File: config.mk
export PLATFORM = sky130hd
export DESIGN_NAME = matmul_tile_sequencer_flat
export DESIGN_NICKNAME = d
export VERILOG_FILES = /design/src/rtl/matmul_tile_sequencer_if.sv /design/src/rtl/matmul_tile_sequencer.sv /design/src/flat_wrapper.sv
export SDC_FILE = /design/constraint.sdc
export NUM_CORES = 1
export LEC_CHECK = 0
export ABC_AREA = 1
export ABC_CLOCK_PERIOD_IN_PS = 8100
export CORE_ASPECT_RATIO = 0.75
export CORE_UTILIZATION = 33
export CTS_CLUSTER_DIAMETER = 30
export DETAILED_ROUTE_END_ITERATION = 12
export PLACE_DENSITY = 0.56
export SLEW_MARGIN = 10
export SYNTH_ARGS = -nofsm -noshare
export SYNTH_HDL_FRONTEND = slang
export SYNTH_SLANG_ARGS = --single-unit
File: constraint.sdc
create_clock -name clk -period 8.1 [get_ports clk]
set_input_delay 1.215 -clock clk [delete_from_list [all_inputs] [get_ports clk]]
set_output_delay 1.215 -clock clk [all_outputs]
set_load 0.02 [all_outputs]
File: src/rtl/matmul_tile_sequencer_if.sv
// Handshake and BRAM/core control bundle for matmul_tile_sequencer.
// master: the sequencer itself; slave: the environment (core, BRAMs, host).
interface matmul_tile_sequencer_if #(
  parameter int ADDR_WIDTH = 12
);
  // host handshake
  logic                  start;
  logic                  abort;
  logic                  ready;
  logic                  busy;
  logic                  done;
  // BRAM port-B read side
  logic                  in_enb;
  logic [ADDR_WIDTH-1:0] in_addrb;
  logic                  wb_enb;
  logic [ADDR_WIDTH-1:0] wb_addrb;
  // systolic core control/status
  logic                  core_en;
  logic                  core_rst_acc;
  logic                  systolic_finish;
  logic                  accumulator_done;
  // tile progress
  logic                  tile_valid;
  logic [15:0]           tile_row;
  logic [15:0]           tile_col;
  // performance counters (zero unless MATMUL_SEQ_PERF_EN)
  logic [31:0]           perf_cycles;
  logic [31:0]           perf_stall;

  modport master (
    input  start, abort, systolic_finish, accumulator_done,
    output ready, busy, done,
    output in_enb, in_addrb, wb_enb, wb_addrb,
    output core_en, core_rst_acc,
    output tile_valid, tile_row, tile_col,
    output perf_cycles, perf_stall
  );

  modport slave (
    output start, abort, systolic_finish, accumulator_done,
    input  ready, busy, done,
    input  in_enb, in_addrb, wb_enb, wb_addrb,
    input  core_en, core_rst_acc,
    input  tile_valid, tile_row, tile_col,
    input  perf_cycles, perf_stall
  );
endinterface

File: src/rtl/matmul_tile_sequencer.sv
// Sequences one C = I x W^T multiply on the systolic core: output tiles are
// walked row-major, and for each tile the inner-dimension steps are fetched
// from the input/weight BRAMs (port B) and fed to the core.
// Optional busy/stall performance counters: define MATMUL_SEQ_PERF_EN.
module matmul_tile_sequencer #(
  parameter int BLOCK_SIZE        = 2,
  parameter int INNER_DIMENSION   = 4,
  parameter int I_OUTER_DIMENSION = 6,
  parameter int W_OUTER_DIMENSION = 6,
  parameter int ADDR_WIDTH        = 12
) (
  input  logic                          clk,
  input  logic                          rst_n,
  matmul_tile_sequencer_if.master       bus
);

  localparam int K_STEPS   = INNER_DIMENSION / BLOCK_SIZE;
  localparam int ROW_TILES = I_OUTER_DIMENSION / BLOCK_SIZE;
  localparam int COL_TILES = W_OUTER_DIMENSION / BLOCK_SIZE;

  localparam logic [15:0] K_LAST   = 16'(K_STEPS - 1);
  localparam logic [15:0] ROW_LAST = 16'(ROW_TILES - 1);
  localparam logic [15:0] COL_LAST = 16'(COL_TILES - 1);

  typedef enum logic [2:0] {
    S_IDLE,
    S_CLR,
    S_FETCH,
    S_COMPUTE,
    S_WAIT_ACC,
    S_NEXT_TILE,
    S_DONE
  } state_t;

  state_t                state_q, state_d;
  logic [15:0]           k_q, k_d;
  logic [15:0]           row_q, row_d;
  logic [15:0]           col_q, col_d;
  logic                  acc_seen_q, acc_seen_d;
  logic [ADDR_WIDTH-1:0] in_addr_q, in_addr_d;
  logic [ADDR_WIDTH-1:0] wb_addr_q, wb_addr_d;
  logic                  busy_w;

  // State and counter registers
  always_ff @(posedge clk or negedge rst_n) begin
    if (!rst_n) begin
      state_q    <= S_IDLE;
      k_q        <= '0;
      row_q      <= '0;
      col_q      <= '0;
      acc_seen_q <= 1'b0;
      in_addr_q  <= '0;
      wb_addr_q  <= '0;
    end else begin
      state_q    <= state_d;
      k_q        <= k_d;
      row_q      <= row_d;
      col_q      <= col_d;
      acc_seen_q <= acc_seen_d;
      in_addr_q  <= in_addr_d;
      wb_addr_q  <= wb_addr_d;
    end
  end

  // Next-state, tile/step counters and registered BRAM addresses
  always_comb begin
    state_d    = state_q;
    k_d        = k_q;
    row_d      = row_q;
    col_d      = col_q;
    acc_seen_d = acc_seen_q;
    in_addr_d  = in_addr_q;
    wb_addr_d  = wb_addr_q;

    if (bus.abort) begin
      state_d    = S_IDLE;
      k_d        = '0;
      row_d      = '0;
      col_d      = '0;
      acc_seen_d = 1'b0;
      in_addr_d  = '0;
      wb_addr_d  = '0;
    end else begin
      unique case (state_q)
        S_IDLE: begin
          if (bus.start) begin
            state_d    = S_CLR;
            k_d        = '0;
            row_d      = '0;
            col_d      = '0;
            acc_seen_d = 1'b0;
          end
        end
        S_CLR: begin
          state_d    = S_FETCH;
          acc_seen_d = 1'b0;
        end
        S_FETCH: begin
          state_d = S_COMPUTE;
        end
        S_COMPUTE: begin
          // an early accumulator_done is remembered so WAIT_ACC can exit at once
          if (bus.accumulator_done) begin
            acc_seen_d = 1'b1;
          end
          if (bus.systolic_finish) begin
            if (k_q < K_LAST) begin
              k_d     = k_q + 16'd1;
              state_d = S_FETCH;
            end else begin
              k_d     = '0;
              state_d = S_WAIT_ACC;
            end
          end
        end
        S_WAIT_ACC: begin
          if (bus.accumulator_done || acc_seen_q) begin
            state_d    = S_NEXT_TILE;
            acc_seen_d = 1'b0;
          end
        end
        S_NEXT_TILE: begin
          if (col_q < COL_LAST) begin
            col_d   = col_q + 16'd1;
            state_d = S_CLR;
          end else if (row_q < ROW_LAST) begin
            col_d   = '0;
            row_d   = row_q + 16'd1;
            state_d = S_CLR;
          end else begin
            state_d = S_DONE;
          end
        end
        S_DONE: begin
          state_d = S_IDLE;
        end
        default: begin
          state_d = S_IDLE;
        end
      endcase
    end

    // Addresses are loaded on entry to FETCH from the next-cycle counters, so
    // they are registered during FETCH and held stable through COMPUTE.
    if (state_d == S_FETCH && state_q != S_FETCH) begin
      in_addr_d = ADDR_WIDTH'(32'(k_d) + 32'(K_STEPS) * 32'(row_d));
      wb_addr_d = ADDR_WIDTH'(32'(k_d) + 32'(K_STEPS) * 32'(col_d));
    end
  end

  assign busy_w = (state_q != S_IDLE) && (state_q != S_DONE);

  // Moore outputs decoded from the state register
  assign bus.ready        = (state_q == S_IDLE);
  assign bus.busy         = busy_w;
  assign bus.done         = (state_q == S_DONE);
  assign bus.in_enb       = (state_q == S_FETCH);
  assign bus.wb_enb       = (state_q == S_FETCH);
  assign bus.in_addrb     = in_addr_q;
  assign bus.wb_addrb     = wb_addr_q;
  assign bus.core_en      = (state_q == S_COMPUTE);
  assign bus.core_rst_acc = (state_q == S_CLR);
  assign bus.tile_valid   = (state_q == S_NEXT_TILE);
  assign bus.tile_row     = row_q;
  assign bus.tile_col     = col_q;

`ifdef MATMUL_SEQ_PERF_EN
  logic [31:0] perf_cycles_q, perf_cycles_d;
  logic [31:0] perf_stall_q,  perf_stall_d;

  // Performance counter registers
  always_ff @(posedge clk or negedge rst_n) begin
    if (!rst_n) begin
      perf_cycles_q <= '0;
      perf_stall_q  <= '0;
    end else begin
      perf_cycles_q <= perf_cycles_d;
      perf_stall_q  <= perf_stall_d;
    end
  end

  // Saturating busy/stall counts, cleared when a new multiply is accepted
  always_comb begin
    perf_cycles_d = perf_cycles_q;
    perf_stall_d  = perf_stall_q;
    if (state_q == S_IDLE && bus.start && !bus.abort) begin
      perf_cycles_d = '0;
      perf_stall_d  = '0;
    end else begin
      if (busy_w && perf_cycles_q != '1) begin
        perf_cycles_d = perf_cycles_q + 32'd1;
      end
      if (state_q == S_WAIT_ACC && perf_stall_q != '1) begin
        perf_stall_d = perf_stall_q + 32'd1;
      end
    end
  end

  assign bus.perf_cycles = perf_cycles_q;
  assign bus.perf_stall  = perf_stall_q;
`else
  assign bus.perf_cycles = '0;
  assign bus.perf_stall  = '0;
`endif

  // Protocol properties of the sequencer
  a_abort_idle : assert property (@(posedge clk) disable iff (!rst_n)
    bus.abort |=> (state_q == S_IDLE));
  a_start_clr : assert property (@(posedge clk) disable iff (!rst_n)
    (state_q == S_IDLE && bus.start && !bus.abort) |=> (state_q == S_CLR));
  a_tile_pulse : assert property (@(posedge clk) disable iff (!rst_n)
    bus.tile_valid |=> !bus.tile_valid);
  a_done_pulse : assert property (@(posedge clk) disable iff (!rst_n)
    bus.done |=> !bus.done);

endmodule

File: src/flat_wrapper.sv
// flat-port wrapper written by rule: the top's interface ports become plain ports
module matmul_tile_sequencer_flat 
#(
  parameter int BLOCK_SIZE        = 2,
  parameter int INNER_DIMENSION   = 4,
  parameter int I_OUTER_DIMENSION = 6,
  parameter int W_OUTER_DIMENSION = 6,
  parameter int ADDR_WIDTH        = 12
)
  (clk, rst_n, bus_start, bus_abort, bus_systolic_finish, bus_accumulator_done, bus_ready, bus_busy, bus_done, bus_in_enb, bus_in_addrb, bus_wb_enb, bus_wb_addrb, bus_core_en, bus_core_rst_acc, bus_tile_valid, bus_tile_row, bus_tile_col, bus_perf_cycles, bus_perf_stall);
  matmul_tile_sequencer_if #(.ADDR_WIDTH(ADDR_WIDTH)) bus_i ();
  input  logic clk;
  input  logic rst_n;
  input wire logic [$bits(bus_i.start)-1:0] bus_start;
  input wire logic [$bits(bus_i.abort)-1:0] bus_abort;
  input wire logic [$bits(bus_i.systolic_finish)-1:0] bus_systolic_finish;
  input wire logic [$bits(bus_i.accumulator_done)-1:0] bus_accumulator_done;
  output wire logic [$bits(bus_i.ready)-1:0] bus_ready;
  output wire logic [$bits(bus_i.busy)-1:0] bus_busy;
  output wire logic [$bits(bus_i.done)-1:0] bus_done;
  output wire logic [$bits(bus_i.in_enb)-1:0] bus_in_enb;
  output wire logic [$bits(bus_i.in_addrb)-1:0] bus_in_addrb;
  output wire logic [$bits(bus_i.wb_enb)-1:0] bus_wb_enb;
  output wire logic [$bits(bus_i.wb_addrb)-1:0] bus_wb_addrb;
  output wire logic [$bits(bus_i.core_en)-1:0] bus_core_en;
  output wire logic [$bits(bus_i.core_rst_acc)-1:0] bus_core_rst_acc;
  output wire logic [$bits(bus_i.tile_valid)-1:0] bus_tile_valid;
  output wire logic [$bits(bus_i.tile_row)-1:0] bus_tile_row;
  output wire logic [$bits(bus_i.tile_col)-1:0] bus_tile_col;
  output wire logic [$bits(bus_i.perf_cycles)-1:0] bus_perf_cycles;
  output wire logic [$bits(bus_i.perf_stall)-1:0] bus_perf_stall;
  assign bus_i.start = bus_start;
  assign bus_i.abort = bus_abort;
  assign bus_i.systolic_finish = bus_systolic_finish;
  assign bus_i.accumulator_done = bus_accumulator_done;
  assign bus_ready = bus_i.ready;
  assign bus_busy = bus_i.busy;
  assign bus_done = bus_i.done;
  assign bus_in_enb = bus_i.in_enb;
  assign bus_in_addrb = bus_i.in_addrb;
  assign bus_wb_enb = bus_i.wb_enb;
  assign bus_wb_addrb = bus_i.wb_addrb;
  assign bus_core_en = bus_i.core_en;
  assign bus_core_rst_acc = bus_i.core_rst_acc;
  assign bus_tile_valid = bus_i.tile_valid;
  assign bus_tile_row = bus_i.tile_row;
  assign bus_tile_col = bus_i.tile_col;
  assign bus_perf_cycles = bus_i.perf_cycles;
  assign bus_perf_stall = bus_i.perf_stall;
  matmul_tile_sequencer #(.BLOCK_SIZE(BLOCK_SIZE), .INNER_DIMENSION(INNER_DIMENSION), .I_OUTER_DIMENSION(I_OUTER_DIMENSION), .W_OUTER_DIMENSION(W_OUTER_DIMENSION), .ADDR_WIDTH(ADDR_WIDTH)) u_core (.clk(clk), .rst_n(rst_n), .bus(bus_i));
endmodule
## Word-level counts from Yosys, hierarchy flattened

Cells that the tools add are included.

- Register bits: 76
- Bits of input ports: 6
- Output and inout port bits: 128
- Word-level logic and storage cells: 66

- Add/sub/neg operators: 5
- Magnitude comparators: 3
- Eq/ne operators: 12
- Muxes and demuxes: 31
- Reductions and logical operators: 8

Operators by type and width:

| kind | count |
|---|---|
| $mux 16 | 12 |
| $pmux 16 s2 | 3 |
| $add 16x1->16 const B | 3 |
| $mux 12 | 3 |
| $lt 16x2->1 const B | 2 |
| $add 12x12->12 | 2 |
| $mux 3 | 7 |
| $pmux 3 s6 | 1 |
| $lt 16x1->1 const B | 1 |
| $eq 3x2->1 const B | 3 |
| $eq 3x3->1 const B | 3 |
| $ne 3x3->1 const B | 3 |
| $ne 3x2->1 const B | 2 |
| $reduce_bool 5->1 | 1 |
| $mux 1 | 4 |
| $pmux 1 s4 | 1 |
| $reduce_and 4->1 | 1 |
| $eq 3x1->1 const B | 1 |
| $logic_not 3->1 | 1 |
| $reduce_bool 3->1 | 1 |
| $logic_and 1x1->1 | 2 |
| $reduce_bool 2->1 | 1 |
| $logic_or 1x1->1 | 1 |

## Logic depth before layout (Yosys ltp)

Gate-level depths: netlist of the first run.

- Word-level depth: 8
- Mapped depth: 20

## Worst setup path before layout of the first run

OpenSTA, ideal clock, no wires.

- Path type: input-to-reg
- From: in bus_abort
- To: reg u_core.in_addr_q[9] (netlist: u_core.bus.in_addrb[9])
- Setup time: 0.118 ns
- Arrival: 3.232 ns
- Data required time: 7.982 ns
- Setup slack: 4.750 ns
- Stages: 16
- Path buffers: 3
- Cells stage by stage: clkbuf_1 > inv_1 > buf_2 > buf_2 > o21ai_0 > a31oi_1 > ha_1 > fa_1 > nand3_1 > nand2_1 > nand2_1 > nand2_1 > xor2_1 > inv_1 > nand2_1 > nand2_1

RTL lines:

| what | line | text |
|---|---|---|
| start: declaration | flat_wrapper.sv:15 | `input wire logic [$bits(bus_i.abort)-1:0] bus_abort;` |
| $mux 16 | matmul_tile_sequencer.sv:75 | `if (bus.abort) begin` |
| net u_core.row_d[0] | matmul_tile_sequencer.sv:37 | `logic [15:0] row_q, row_d;` |
| $add 12x12->12 | matmul_tile_sequencer.sv:146 | `in_addr_d = ADDR_WIDTH'(32'(k_d) + 32'(K_STEPS) * 32'(row_d));` |
| $mux 12 | matmul_tile_sequencer.sv:145 | `if (state_d == S_FETCH && state_q != S_FETCH) begin` |
| end signal: assignment | matmul_tile_sequencer.sv:60 | `in_addr_q <= in_addr_d;` |
| end: declaration | matmul_tile_sequencer.sv:40 | `logic [ADDR_WIDTH-1:0] in_addr_q, in_addr_d;` |

The timed path passes the listed nets, and every way through them passes these cells.
A chain may end at the register's enable or synchronous reset.

## Worst setup path after layout of the first run

- From: in bus_abort
- To: reg u_core.wb_addr_q[9] (netlist: u_core.bus.wb_addrb[9])

RTL lines:

| what | line | text |
|---|---|---|
| $mux 16 | matmul_tile_sequencer.sv:75 |  |
| net u_core.k_d[1] | matmul_tile_sequencer.sv:36 | `logic [15:0] k_q, k_d;` |
| $add 12x12->12 | matmul_tile_sequencer.sv:147 | `wb_addr_d = ADDR_WIDTH'(32'(k_d) + 32'(K_STEPS) * 32'(col_d));` |
| $mux 12 | matmul_tile_sequencer.sv:145 |  |
| end signal: assignment | matmul_tile_sequencer.sv:61 | `wb_addr_q <= wb_addr_d;` |
| end: declaration | matmul_tile_sequencer.sv:41 | `logic [ADDR_WIDTH-1:0] wb_addr_q, wb_addr_d;` |

The timed path passes the listed nets, and every way through them passes these cells.

==> flow_summary_export.csv, run 1 <==
group,metric,value,unit
run_status,status,"completed",
setup_path,path_class,"in -> reg",
floorplanning,row_count,38,
layout,syn_to_final_growth,18.4,%
sta,postLayoutSetupSlackWorst,3.65,ns
layout,drive_above_1_share,0.0563,
drt,via_per_inst,4.52,
placed_design,dp_hpwl,9.86,mm
floorplanning,die_y,108,µm
power_and_ir_drop,intPower,688,µW
placed_design,post-place-ws,3.30,ns
clocking,clock_path_buffers,2,
clocking,post-cts-setup-buffers,0,
setup_path,worst_path_most_repeated_cell,"nand2_1",
drt,dr.pass1.iters,4,
floorplanning,core_area,14500,µm²
setup_path,cp-end-kind,"flip-flop",
sta,rsz0062_at_grt,"false",
clocking,root_buffer,"clkbuf_16",
sta,fmax,225,MHz
setup_path,cp_slowest_cell,"clkdlybuf4s50_1",
setup_path,path_cells,"clkdlybuf4s50_1, inv_1, buf_4, nand2_1, o21ai_0, ha_1, fa_1, nand3_1, nand2_1, nand4_1, nand2_1, xor2_1, inv_1, nand2_1, nand2_1",
power_and_ir_drop,p_leak,0.00316,µW
clocking,cts.clk_slew.worst_paths,0.06,ns
synth,synth_warnings,0,
power_and_ir_drop,pwr-share-clk,0.447,
clocking,clock_sinks,75,
layout,nFillCells,1514,
clocking,cts_max_level,3,
grt,grt_pass1_vias,3990,
synth,ys_ff_latch,75,
synth,seq_area_frac_synth,0.379,
grt,grt_pass1_wl,20.8,mm
synth,synthAdderAreaFrac,0.0687,
drt,num_vias,4111,
synth,synth_mux_area_frac,0,
synth,async_flop_share,1.00,
synth,ys_types,41,
setup_path,arrival,4.68,ns
min_path,min_path_type,"reg -> reg",
layout,final_cell_mix,"nand2_1 (141), inv_1 (77), dfrtp_1 (75), clkdlybuf4s50_1 (68), conb_1 (64)",
floorplanning,die_w,143,µm
synth,synth_top_family_by_area,"simple AND/OR/NAND/NOR gates",
power_and_ir_drop,seqPwrFrac,0.397,
layout,nets,737,
setup_path,path_buf_inv,4,
grt,antenna_found_initial,0,
sta,layout_min_cycle_time,4.45,ns
power_and_ir_drop,p_switching,288,µW
sta,slew_headroom,0.209,
sta,finalCritPeriodShare,0.550,
clocking,cts_tree,"done",
layout,final_common_cell,"nand2_1",
setup_path,crit_path_max_fanout,41,
synth,synth-edff-count,0,
run,maxCapViolations,0,
layout,diodes,0,
sta,final-max-slew-violation-count,0,
setup_path,slowest_delay,0.96,ns
sta,fin_worst_skew,0.00759,ns
sta,hold_viol_final,0,
synth,syn_area,4950,µm²
sta,setup_total_negative_slack,0,ns
power_and_ir_drop,vdd_drop_max,0.000102,V
power_and_ir_drop,power_density,166,nW/µm²
clocking,cts_resized,0,
setup_path,cp.required,8.33,ns
power_and_ir_drop,pwr-share-comb,0.156,
placed_design,gp_congestion,0.860,
drt,wl,13.0,mm
synth,synthXorXnorAreaFrac,0.0283,
sta,setup_viol,0,
sta,tightest_slew,1.18,ns
grt,grt_usage,0.176,
floorplanning,fp.dieArea,15500,µm²
setup_path,cp_top_family,"buffers and inverters",
synth,synth_compound_area_frac,0.0814,
synth,syn_area_per_cell,7.73,µm²
grt,grt_max_degree,76,
synth,synth_simple_gate_area_frac,0.260,
floorplanning,initial_core_util,0.340,
setup_path,start_kind,"primary input",
synth,syn_inst,641,
clocking,ctsHoldBuffers,0,
power_and_ir_drop,swShare,0.295,
placed_design,port_buffers,69,
drt,drc,0,
clocking,numCtsBuffers,9,
synth,synthFlopType,"dfrtp_1",
grt,grt_overflow,0,
drt,drt_iter0_markers,270,
drt,final_antenna_net_count,0,
clocking,clkLatencyLatePin,0.34,ns
drt,wl_per_cell,14.3,µm
floorplanning,ioPinCount,134,
[logic make-up after synthesis]
kind of cell	after synthesis
and+or+nand+nor	294
buffers and inverters	163
DFF	75
AOI/OAI and AO/OA	66
adders and majority gates	26
xor gates and xnor gates	16
other	1
[sequential cells by signal, summed over array words and instances (netlist names)]
register and count:
u_core.bus.wb_addrb 12, u_core.k_q 16, u_core.bus.tile_row 16, u_core.acc_seen_q 1
u_core.state_q 3, u_core.bus.in_addrb 11, u_core.bus.tile_col 16
[final cells by class]
class	count	area (µm²)	area share
clock inverter	6	88.8	0.0152
clock buffer	10	229	0.0391
tap	200	250	0.0427
inverter	83	312	0.0531
sequential	75	1880	0.320
timing repair buffer	70	696	0.119
multi-input combinational	466	2410	0.411
[worst paths after layout]
check	startpoint	end	slack, ns	cells past startpoint
setup / recovery	bus_abort	u_core.bus.wb_addrb[9]$_DFFE_PN0P_	3.65	15
hold / removal	u_core.k_q[12]$_DFFE_PN0P_	u_core.k_q[12]$_DFFE_PN0P_	0.47	2
setup reg to reg	u_core.state_q[0]$_DFF_PN0_	u_core.bus.wb_addrb[9]$_DFFE_PN0P_	4.24	16
min in group asynchronous	rst_n	u_core.k_q[14]$_DFFE_PN0P_	1.00	1
max in group asynchronous	rst_n	u_core.bus.in_addrb[5]$_DFFE_PN0P_	6.43	1
hold reg to reg	u_core.k_q[12]$_DFFE_PN0P_	u_core.k_q[12]$_DFFE_PN0P_	0.47	2
[power groups by stage]
| stage | Clock [µW] | Combinational [µW] | Sequential, µW |
|---|---|---|---|
| floorplan | 0 | 134 | 394 |
| global placement | 0 | 151 | 394 |
| detailed placement | 0 | 152 | 394 |
| CTS | 446 | 152 | 387 |
| global route | 463 | 169 | 389 |
| finish | 436 | 152 | 388 |
[through the flow]
| stage | power (µW) | hold WS (ns) | cell area [µm²] | utilization | cells |
|---|---|---|---|---|---|
| finish | 976 | 0.475 | 5860 | 0.403 | 910 |
| global route | 1020 | 0.506 | 5860 | 0.403 | 910 |
| CTS | 985 | 0.476 | 5860 | 0.403 | 910 |
| detailed placement | 546 | 0.458 | 5550 | 0.381 | 894 |
| global placement | 545 | 0.449 | 5550 | 0.381 | 894 |
| floorplan | 529 | 0.437 | 5190 | - | 704 |
[cells in the mapped netlist (all sizes together) (2+ instances only)]
| master | number | area share |
|---|---|---|
| a211oi | 8 | 0.012 |
| a21o | 2 | 0.0030 |
| a21oi | 30 | 0.031 |
| a31oi | 3 | 0.0038 |
| buf | 75 | 0.12 |
| clkbuf | 5 | 0.0038 |
| dfrtp | 75 | 0.38 |
| fa | 2 | 0.0081 |
| ha | 24 | 0.061 |
| inv | 83 | 0.063 |
| nand2 | 147 | 0.12 |
| nand3 | 66 | 0.070 |
| nand3b | 3 | 0.0045 |
| nand4 | 7 | 0.010 |
| nor2 | 64 | 0.053 |
| nor3 | 5 | 0.0051 |
| o211ai | 3 | 0.0045 |
| o21ai | 10 | 0.011 |
| o21bai | 3 | 0.0045 |
| o31ai | 4 | 0.0061 |
| xnor2 | 2 | 0.0035 |
| xor2 | 14 | 0.025 |
[per-layer routing]
metal,part of all wire,GRT usage,up-vias
li1,-,-,2045
met1,0.50,0.254,1945
met2,0.44,0.267,107
met3,0.053,0.0359,14
met4,0.014,0.0464,0
met5,0,0,-
[tightest hold or removal path, cell delays in order (launching register included)]
cell and delay, ns:
dfrtp_1 0.35, nand2_1 0.06, inv_1 0.04
(Power assumes the default switching activity.)
==> inputs of run 2 (changes only) <==
- ABC_CLOCK_PERIOD_IN_PS: 8100 -> 4600
- clock period: 8.1 -> 4.6 ns (I/O delays scaled with it)
==> run 2 against run 1 <==
Effect of this change:
- die area stayed put
- non-clock buffer count grew 6
- first-iteration DRC count grew 7.8%
- sequential share of layout area is essentially flat
- via count increased by 3.5%
- register-to-register slack worse by 3.1 ns
==> flow_summary_export.csv, run 2 (synthesis results as in run 1) <==
group,metric,value,unit
run_status,status,"completed",
run,maxCapViolations,0,
floorplanning,core_area,14500,µm²
placed_design,dp_hpwl,9.90,mm
sta,finalCritPeriodShare,0.766,
grt,met1_usage,0.256,
layout,final_cell_mix,"nand2_1 (141), inv_1 (77), dfrtp_1 (75), clkdlybuf4s50_1 (68), conb_1 (64)",
grt,met2_usage,0.268,
power_and_ir_drop,p_leak,0.00317,µW
sta,setup_total_negative_slack,0,ns
sta,rsz0062_at_grt,"false",
clocking,clkLatencyLatePin,0.34,ns
power_and_ir_drop,intPower,1110,µW
grt,grt_busiest_layer,"met2",
drt,drc,0,
power_and_ir_drop,power_density,276,nW/µm²
power_and_ir_drop,pwr-share-comb,0.170,
sta,fin_worst_skew,0.0127,ns
clocking,post-cts-setup-buffers,0,
setup_path,path_class,"in -> reg",
sta,slew_headroom,0.356,
placed_design,gp_congestion,0.883,
layout,nets,743,
clocking,cts.clk_slew.worst_paths,0.06,ns
power_and_ir_drop,seqPwrFrac,0.422,
grt,grt_max_degree,76,
power_and_ir_drop,swShare,0.316,
layout,nFillCells,1510,
drt,num_vias,4255,
drt,wl_per_cell,14.3,µm
grt,met3_usage,0.0354,
layout,syn_to_final_growth,18.4,%
clocking,root_buffer,"clkbuf_16",
power_and_ir_drop,pwr-share-clk,0.408,
clocking,cts_resized,0,
sta,layout_min_cycle_time,3.53,ns
sta,tightest_slew,0.966,ns
grt,grt_usage,0.178,
placed_design,post-place-ws,0.858,ns
layout,stdcell_count,916,
power_and_ir_drop,vdd_drop_max,0.000201,V
clocking,numCtsBuffers,9,
floorplanning,initial_core_util,0.340,
setup_path,cp.required,4.82,ns
setup_path,start_kind,"primary input",
layout,diodes,0,
layout,final_util,0.403,
setup_path,arrival,3.75,ns
placed_design,port_buffers,69,
drt,drt_iter0_markers,291,
floorplanning,fp.dieArea,15500,µm²
clocking,cts_max_level,3,
layout,final_common_cell,"nand2_1",
layout,drive_above_1_share,0.0628,
grt,grt_overflow,0,
sta,setup_viol,0,
grt,antenna_found_initial,0,
sta,hold_viol_final,0,
floorplanning,die_w,143,µm
sta,postLayoutSetupSlackWorst,1.07,ns
drt,wl,13.1,mm
sta,fmax,284,MHz
setup_path,cp-end-kind,"flip-flop",
drt,via_per_inst,4.65,
grt,grt_pass1_wl,20.9,mm
drt,dr.pass1.iters,5,
setup_path,crit_path_max_fanout,6,
drt,final_antenna_net_count,0,
grt,grt_pass1_vias,4026,
power_and_ir_drop,p_switching,511,µW
floorplanning,row_count,38,
floorplanning,ioPinCount,134,
clocking,clock_sinks,75,
clocking,cts_tree,"done",
placed_design,dp.cells,900,
floorplanning,die_y,108,µm
sta,final-max-slew-violation-count,0,
min_path,min_path_type,"reg -> reg",
clocking,ctsHoldBuffers,0,
clocking,clock_path_buffers,2,
run 2: changes by cell type in the layout (fill, tap and decap cells not counted):
cell and change:
buf_4 +6, bufinv_16 -2, clkinv_4 +2, clkbuf_1 +1, clkinvlp_4 -1
run 2: per-layer routing:
layer,up-vias,part of all wire,wire length [µm]
met3,11,0.063,830
met2,141,0.44,5780
met1,2046,0.49,6360
met4,0,0.0098,129
li1,2057,-,-
met5,-,0,0
run 2: worst paths after layout:
check                                             from                                  end  slack (ns)  cells past startpoint
max                                          bus_start  u_core.bus.in_addrb[11]$_DFFE_PN0P_        1.07                     16
min                         u_core.k_q[14]$_DFFE_PN0P_           u_core.k_q[14]$_DFFE_PN0P_        0.47                      2
max reg2reg                u_core.state_q[0]$_DFF_PN0_  u_core.bus.in_addrb[11]$_DFFE_PN0P_        1.11                     18
min reg2reg                 u_core.k_q[14]$_DFFE_PN0P_           u_core.k_q[14]$_DFFE_PN0P_        0.47                      2
max in group asynchronous                        rst_n   u_core.bus.in_addrb[4]$_DFFE_PN0P_        3.48                      1
min in group asynchronous                        rst_n           u_core.k_q[13]$_DFFE_PN0P_        0.50                      1
run 2: area by class of cell:
class / instances / area [µm²] / area share
clock buffer: 11 / 233 / 0.0397
clock inverter: 5 / 38.8 / 0.00662
inverter: 83 / 312 / 0.0531
multi-input combinational: 466 / 2410 / 0.411
sequential: 75 / 1880 / 0.320
tap: 200 / 250 / 0.0427
timing repair buffer: 76 / 741 / 0.126
run 2: power by group through the flow:
stage          Sequential, µW  Clock [µW]  Combinational [µW]
2_1_floorplan             694           0                 236
3_3_place_gp              694           0                 271
3_5_place_dp              694           0                 274
4_1_cts                   682         676                 274
5_1_grt                   683         699                 305
6_report                  682         660                 275
run 2: critical path, stage by stage:
cell and delay (ns):
clkdlybuf4s50_1 0.50, nor2_4 0.19, nor2_1 0.11, inv_1 0.17, o21ai_0 0.12, a211oi_1 0.69
ha_1 0.40, inv_1 0.11, o21ai_0 0.11, a21oi_1 0.18, nand3_1 0.11, nand3b_1 0.17
nand2_1 0.08, inv_1 0.04, nand2_1 0.05, nand2_1 0.06
run 2: per-stage QoR:
stage / hold slack (ns) / power, µW / area, µm²
6_report: 0.471 / 1620 / 5860
5_1_grt: 0.486 / 1690 / 5860
4_1_cts: 0.469 / 1630 / 5860
3_5_place_dp: 0.453 / 968 / 5590
3_3_place_gp: 0.450 / 965 / 5590
2_1_floorplan: 0.394 / 931 / 5190
